**config.mk**
```make
export PLATFORM = sky130hd
export DESIGN_NAME = sram_fault_apply
export DESIGN_NICKNAME = d
export VERILOG_FILES = /design/src/rtl/sram_model_pkg.sv /design/src/rtl/sram_fault_apply.sv
export SDC_FILE = /design/constraint.sdc
export NUM_CORES = 1
export LEC_CHECK = 0
export CORE_ASPECT_RATIO = 1.1
export CORE_MARGIN = 1.5
export CORE_UTILIZATION = 30
export DETAILED_ROUTE_END_ITERATION = 12
export PLACE_DENSITY = 0.7
export SLEW_MARGIN = 20
export SYNTH_ARGS = -nofsm -noshare
export SYNTH_HDL_FRONTEND = slang
export SYNTH_SLANG_ARGS = --single-unit
```
**constraint.sdc**
```tcl
create_clock -name vclk -period 2.8
set_input_delay 0.28 -clock vclk [all_inputs]
set_output_delay 0.28 -clock vclk [all_outputs]
set_load 0.01 [all_outputs]
```
**src/rtl/sram_model_pkg.sv**
```systemverilog
`default_nettype none
// ============================================================================
// Module      : sram_model_pkg
// Description : Shared types and constants for the SRAM fault model.
//               Fault-type encodings, fault-table entry layout and field
//               widths. Entry fields are sized for the largest supported
//               configuration (ADDR_WIDTH <= 16, DATA_WIDTH <= 256).
// Revision    : 1.0 - initial release
// ============================================================================
package sram_model_pkg;

  localparam int FLT_TYPE_W = 2;
  localparam int FLT_ADDR_W = 16;
  localparam int FLT_BIT_W  = 8;

  localparam logic [FLT_TYPE_W-1:0] FLT_OFF  = 2'd0;
  localparam logic [FLT_TYPE_W-1:0] FLT_SA0  = 2'd1;
  localparam logic [FLT_TYPE_W-1:0] FLT_SA1  = 2'd2;
  localparam logic [FLT_TYPE_W-1:0] FLT_RSVD = 2'd3;

  typedef struct packed {
    logic [FLT_TYPE_W-1:0] ftype;
    logic [FLT_ADDR_W-1:0] addr;
    logic [FLT_BIT_W-1:0]  bitpos;
  } flt_entry_t;

  // Reserved encoding behaves like "off".
  function automatic logic flt_is_active(input logic [FLT_TYPE_W-1:0] t);
    return (t == FLT_SA0) || (t == FLT_SA1);
  endfunction

endpackage
`default_nettype wire

```
**src/rtl/sram_fault_apply.sv**
```systemverilog
`default_nettype none
// ============================================================================
// Module      : sram_fault_apply
// Description : Combinational stuck-at injection on a read word.
//               Ports: i_tbl  - fault table entries
//                      i_addr - address of the word being read
//                      i_raw  - fault-free stored word
//                      o_word - word with every matching fault applied
// Revision    : 1.0 - initial release
// ============================================================================
module sram_fault_apply
  import sram_model_pkg::*;
#(
  parameter int ADDR_WIDTH = 9,
  parameter int DATA_WIDTH = 32,
  parameter int NUM_FAULTS = 4
) (
  input  flt_entry_t [NUM_FAULTS-1:0] i_tbl,
  input  logic [ADDR_WIDTH-1:0]       i_addr,
  input  logic [DATA_WIDTH-1:0]       i_raw,
  output logic [DATA_WIDTH-1:0]       o_word
);

  // Entries are visited in ascending index order, so when several entries
  // target the same bit the highest index is the last writer and wins.
  always_comb begin
    o_word = i_raw;
    for (int i = 0; i < NUM_FAULTS; i++) begin
      if (flt_is_active(i_tbl[i].ftype) && (i_tbl[i].addr == FLT_ADDR_W'(i_addr))) begin
        for (int b = 0; b < DATA_WIDTH; b++) begin
          if (i_tbl[i].bitpos == FLT_BIT_W'(b)) begin
            o_word[b] = (i_tbl[i].ftype == FLT_SA1);
          end
        end
      end
    end
  end

endmodule
`default_nettype wire

```
==> impl_metrics.csv <==
group,metric,value,unit
finish,area_growth,132,%
finish,n_clock_buffer,0,
power,p_leak,0.00269,uW
timing,worstMarginPinSlew,0.506,ns
timing,period_share,1.12,
detailed_routing,drtPass1Iterations,5,
power,power.switching,303,uW
floorplanning,num_rows,38,
placement,port-buffer-count,177,
power,seqPwrFrac,0,
floorplanning,io_pins,177,
yosys,yosysWarnings,0,
setup_path,cp_top_family,"simple AND/OR/NAND/NOR gates",
timing,fin_crit,3.15,ns
detailed_routing,drtIter0Drc,492,
timing,slew_violations,0,
finish,flops_and_latches,0,
yosys,netlist_instances,477,
outcome,violations,"setup timing",
finish,register_area,0,um^2
yosys,synth_area_per_cell,6.27,um^2
power,combPwrFrac,1.000,
floorplanning,die-area,10600,um^2
setup_path,start_kind,"input pin",
min_path,min_from,"i_raw[1]",
detailed_routing,ant_nets,0,
setup_path,cp_cell_sequence,"clkdlybuf4s15_1, xnor2_1, nand4_1, or3_4, or4_4, buf_6, o221ai_2, a22o_1, mux2_4, buf_6",
setup_path,crit_type,"in2out",
yosys,yosys-top-cells-area,"nand2_1, xnor2_1, a22o_1, mux2_2, nor2_1",
timing,rsz0062_at_grt,"yes",
power,vdd_drop_max,0.0829,mV
floorplanning,core,9790,um^2
outcome,status,"finished with violations",
setup_path,critPathCaptureType,"output port",
timing,fin_ws,-0.350,ns
finish,diodes,0,
finish,utilization,0.708,
setup_path,critPathMostFrequentCell,"buf_6",
timing,fmax,0.317,GHz
min_path,hold_end,"o_word[1]",
power,p_clk_frac,0,
setup_path,required,2.52,ns
yosys,synth_top_area_frac,0.107,
detailed_routing,drc,0,
finish,nNetsFinal,912,
power,intPower,405,uW
placement,place_congestion,1.00,
yosys,ys_seq_area_frac,0,
global_routing,grt_usage,0.304,
timing,finalSetupViolCount,31,
yosys,ys_types,41,
detailed_routing,num_vias,5092,
setup_path,crit_arrival,2.87,ns
floorplanning,die_x,98.2,um
placement,dpl.hpwl,12.8,mm
floorplanning,initial_core_util,0.306,
setup_path,cp.buffers_inverters,3,
placement,placed_cells,837,
global_routing,grt_overflow,0,
setup_path,cp.depth,10,
global_routing,antenna_found_initial,0,
finish,layout-drive-gt1-share,0.390,
power,p_per_area,102,nW/um^2
setup_path,crit_fanout,5,
yosys,yosys.area.top_type,"nand2_1",
finish,stdcell_count,881,
yosys,syn-num-nets,626,
setup_path,max_stage_delay,0.60,ns
detailed_routing,drt-total-wl,17.5,mm
setup_path,slowest_stage,"or4_4",
yosys,syn_area,2990,um^2
power,finalPower,708,uW
global_routing,grt_pass1_vias,4918,
detailed_routing,routedWlPerCell,19.8,um
min_path,worstHoldPathCells,6,
power,p_sw_frac,0.428,
timing,hold_viol_final,0,
floorplanning,die_y,108,um
min_path,hold_class,"in2out",
global_routing,grt_pass1_wl,25.9,mm
timing,slew_headroom,0.662,
detailed_routing,viasPerCell,5.78,
timing,hold-worst-slack,1.52,ns
global_routing,grt_start_max_net_pins,33,
run,drv_cap,0,
cells by family after synthesis:
family / after synthesis / synth area share
multiplexers: 28 / 0.105
AO/OA/AOI/OAI: 132 / 0.325
adder cells (fa/ha/maj): 4 / 0.0167
AND/OR/NAND/NOR: 236 / 0.387
XOR/XNOR: 36 / 0.105
buffers and inverters: 41 / 0.0610
synth_stat cells, types with 16 or more instances:
library cell,count
a21oi_1,20
a22o_1,28
a22oi_1,19
clkbuf_1,19
mux2_2,21
nand2_1,85
nor2_1,50
nor3_1,17
o211ai_1,16
o221ai_1,16
o31ai_1,16
xnor2_1,31
worst max-delay path by stage:
| stage | endpoint | from | slack [ns] |
|---|---|---|---|
| after global placement | o_word[11] | i_tbl[24] | -1.09 |
| final | o_word[21] | i_addr[0] | -0.35 |
| after floorplan | o_word[27] | i_tbl[76] | 0.12 |
| after CTS | o_word[21] | i_tbl[24] | -0.30 |
| after detailed placement | o_word[11] | i_tbl[24] | -1.17 |
| after global routing | o_word[10] | i_tbl[24] | -0.37 |
power groups by stage:
stage / clock network (uW) / logic (uW) / registers (uW)
after floorplan: 0 / 209 / 0
after global placement: 0 / 596 / 0
after detailed placement: 0 / 602 / 0
after CTS: 0 / 664 / 0
after global routing: 0 / 746 / 0
final: 0 / 708 / 0
layer usage:
layer  vias to the layer above  track usage  wire, um
li1                       2395            -         -
met1                      2361        0.401      7260
met2                       292        0.529      8610
met3                        44       0.0286      1070
met4                         0       0.0785       534
met5                         -            0         0
cell usage in the layout (no fill, tap or decap), types with 3 or more instances in the layout:
master	netlist	layout
a21oi_1	20	20
a22o_1	28	28
a22oi_1	19	19
and3_1	4	3
buf_12	0	7
buf_2	7	10
buf_4	0	93
buf_6	2	68
clkdlybuf4s15_1	0	7
clkdlybuf4s50_1	0	92
dlygate4sd2_1	0	37
ha_4	0	3
inv_1	6	4
mux2_4	0	28
nand2_1	85	84
nand2b_1	7	7
nand3_1	15	14
nand3b_1	3	3
nand4_1	12	12
nor2_1	50	44
nor2_2	0	3
nor2_4	0	3
nor2b_1	11	11
nor3_1	17	15
nor4_1	12	5
nor4_2	2	7
nor4b_1	5	3
o211ai_1	16	16
o21ai_2	0	8
o221ai_2	0	9
o221ai_4	0	7
o31ai_4	0	16
o41ai_4	0	3
or3_4	0	3
xnor2_1	31	24
xnor2_2	0	6
xor2_1	5	5
timing repair:
| item | CTS | global route |
|---|---|---|
| hold buffers | 0 | 0 |
| resized for setup | 380 | 64 |
| pin swaps | 83 | 68 |
| buffers inserted | 31 | 10 |
| endpoints found under the setup margin | 32 | 32 |
| cloned | 4 | 0 |
layout make-up:
type	count	area (um^2)
fill	747	2860
tap	120	150
inverter	6	25.0
timing repair buffer	318	3040
multi-input combinational	437	3720
per-stage QoR:
stage	TNS (ns)	cell area (um^2)	setup slack [ns]
global route	-7.68	6940	-0.369
CTS	-4.38	6590	-0.298
finish	-6.44	6940	-0.350
floorplan	0	2990	0.122
global placement	-29.77	5540	-1.09
detailed placement	-32.43	5540	-1.17
Power figures use the tool's default switching activity.
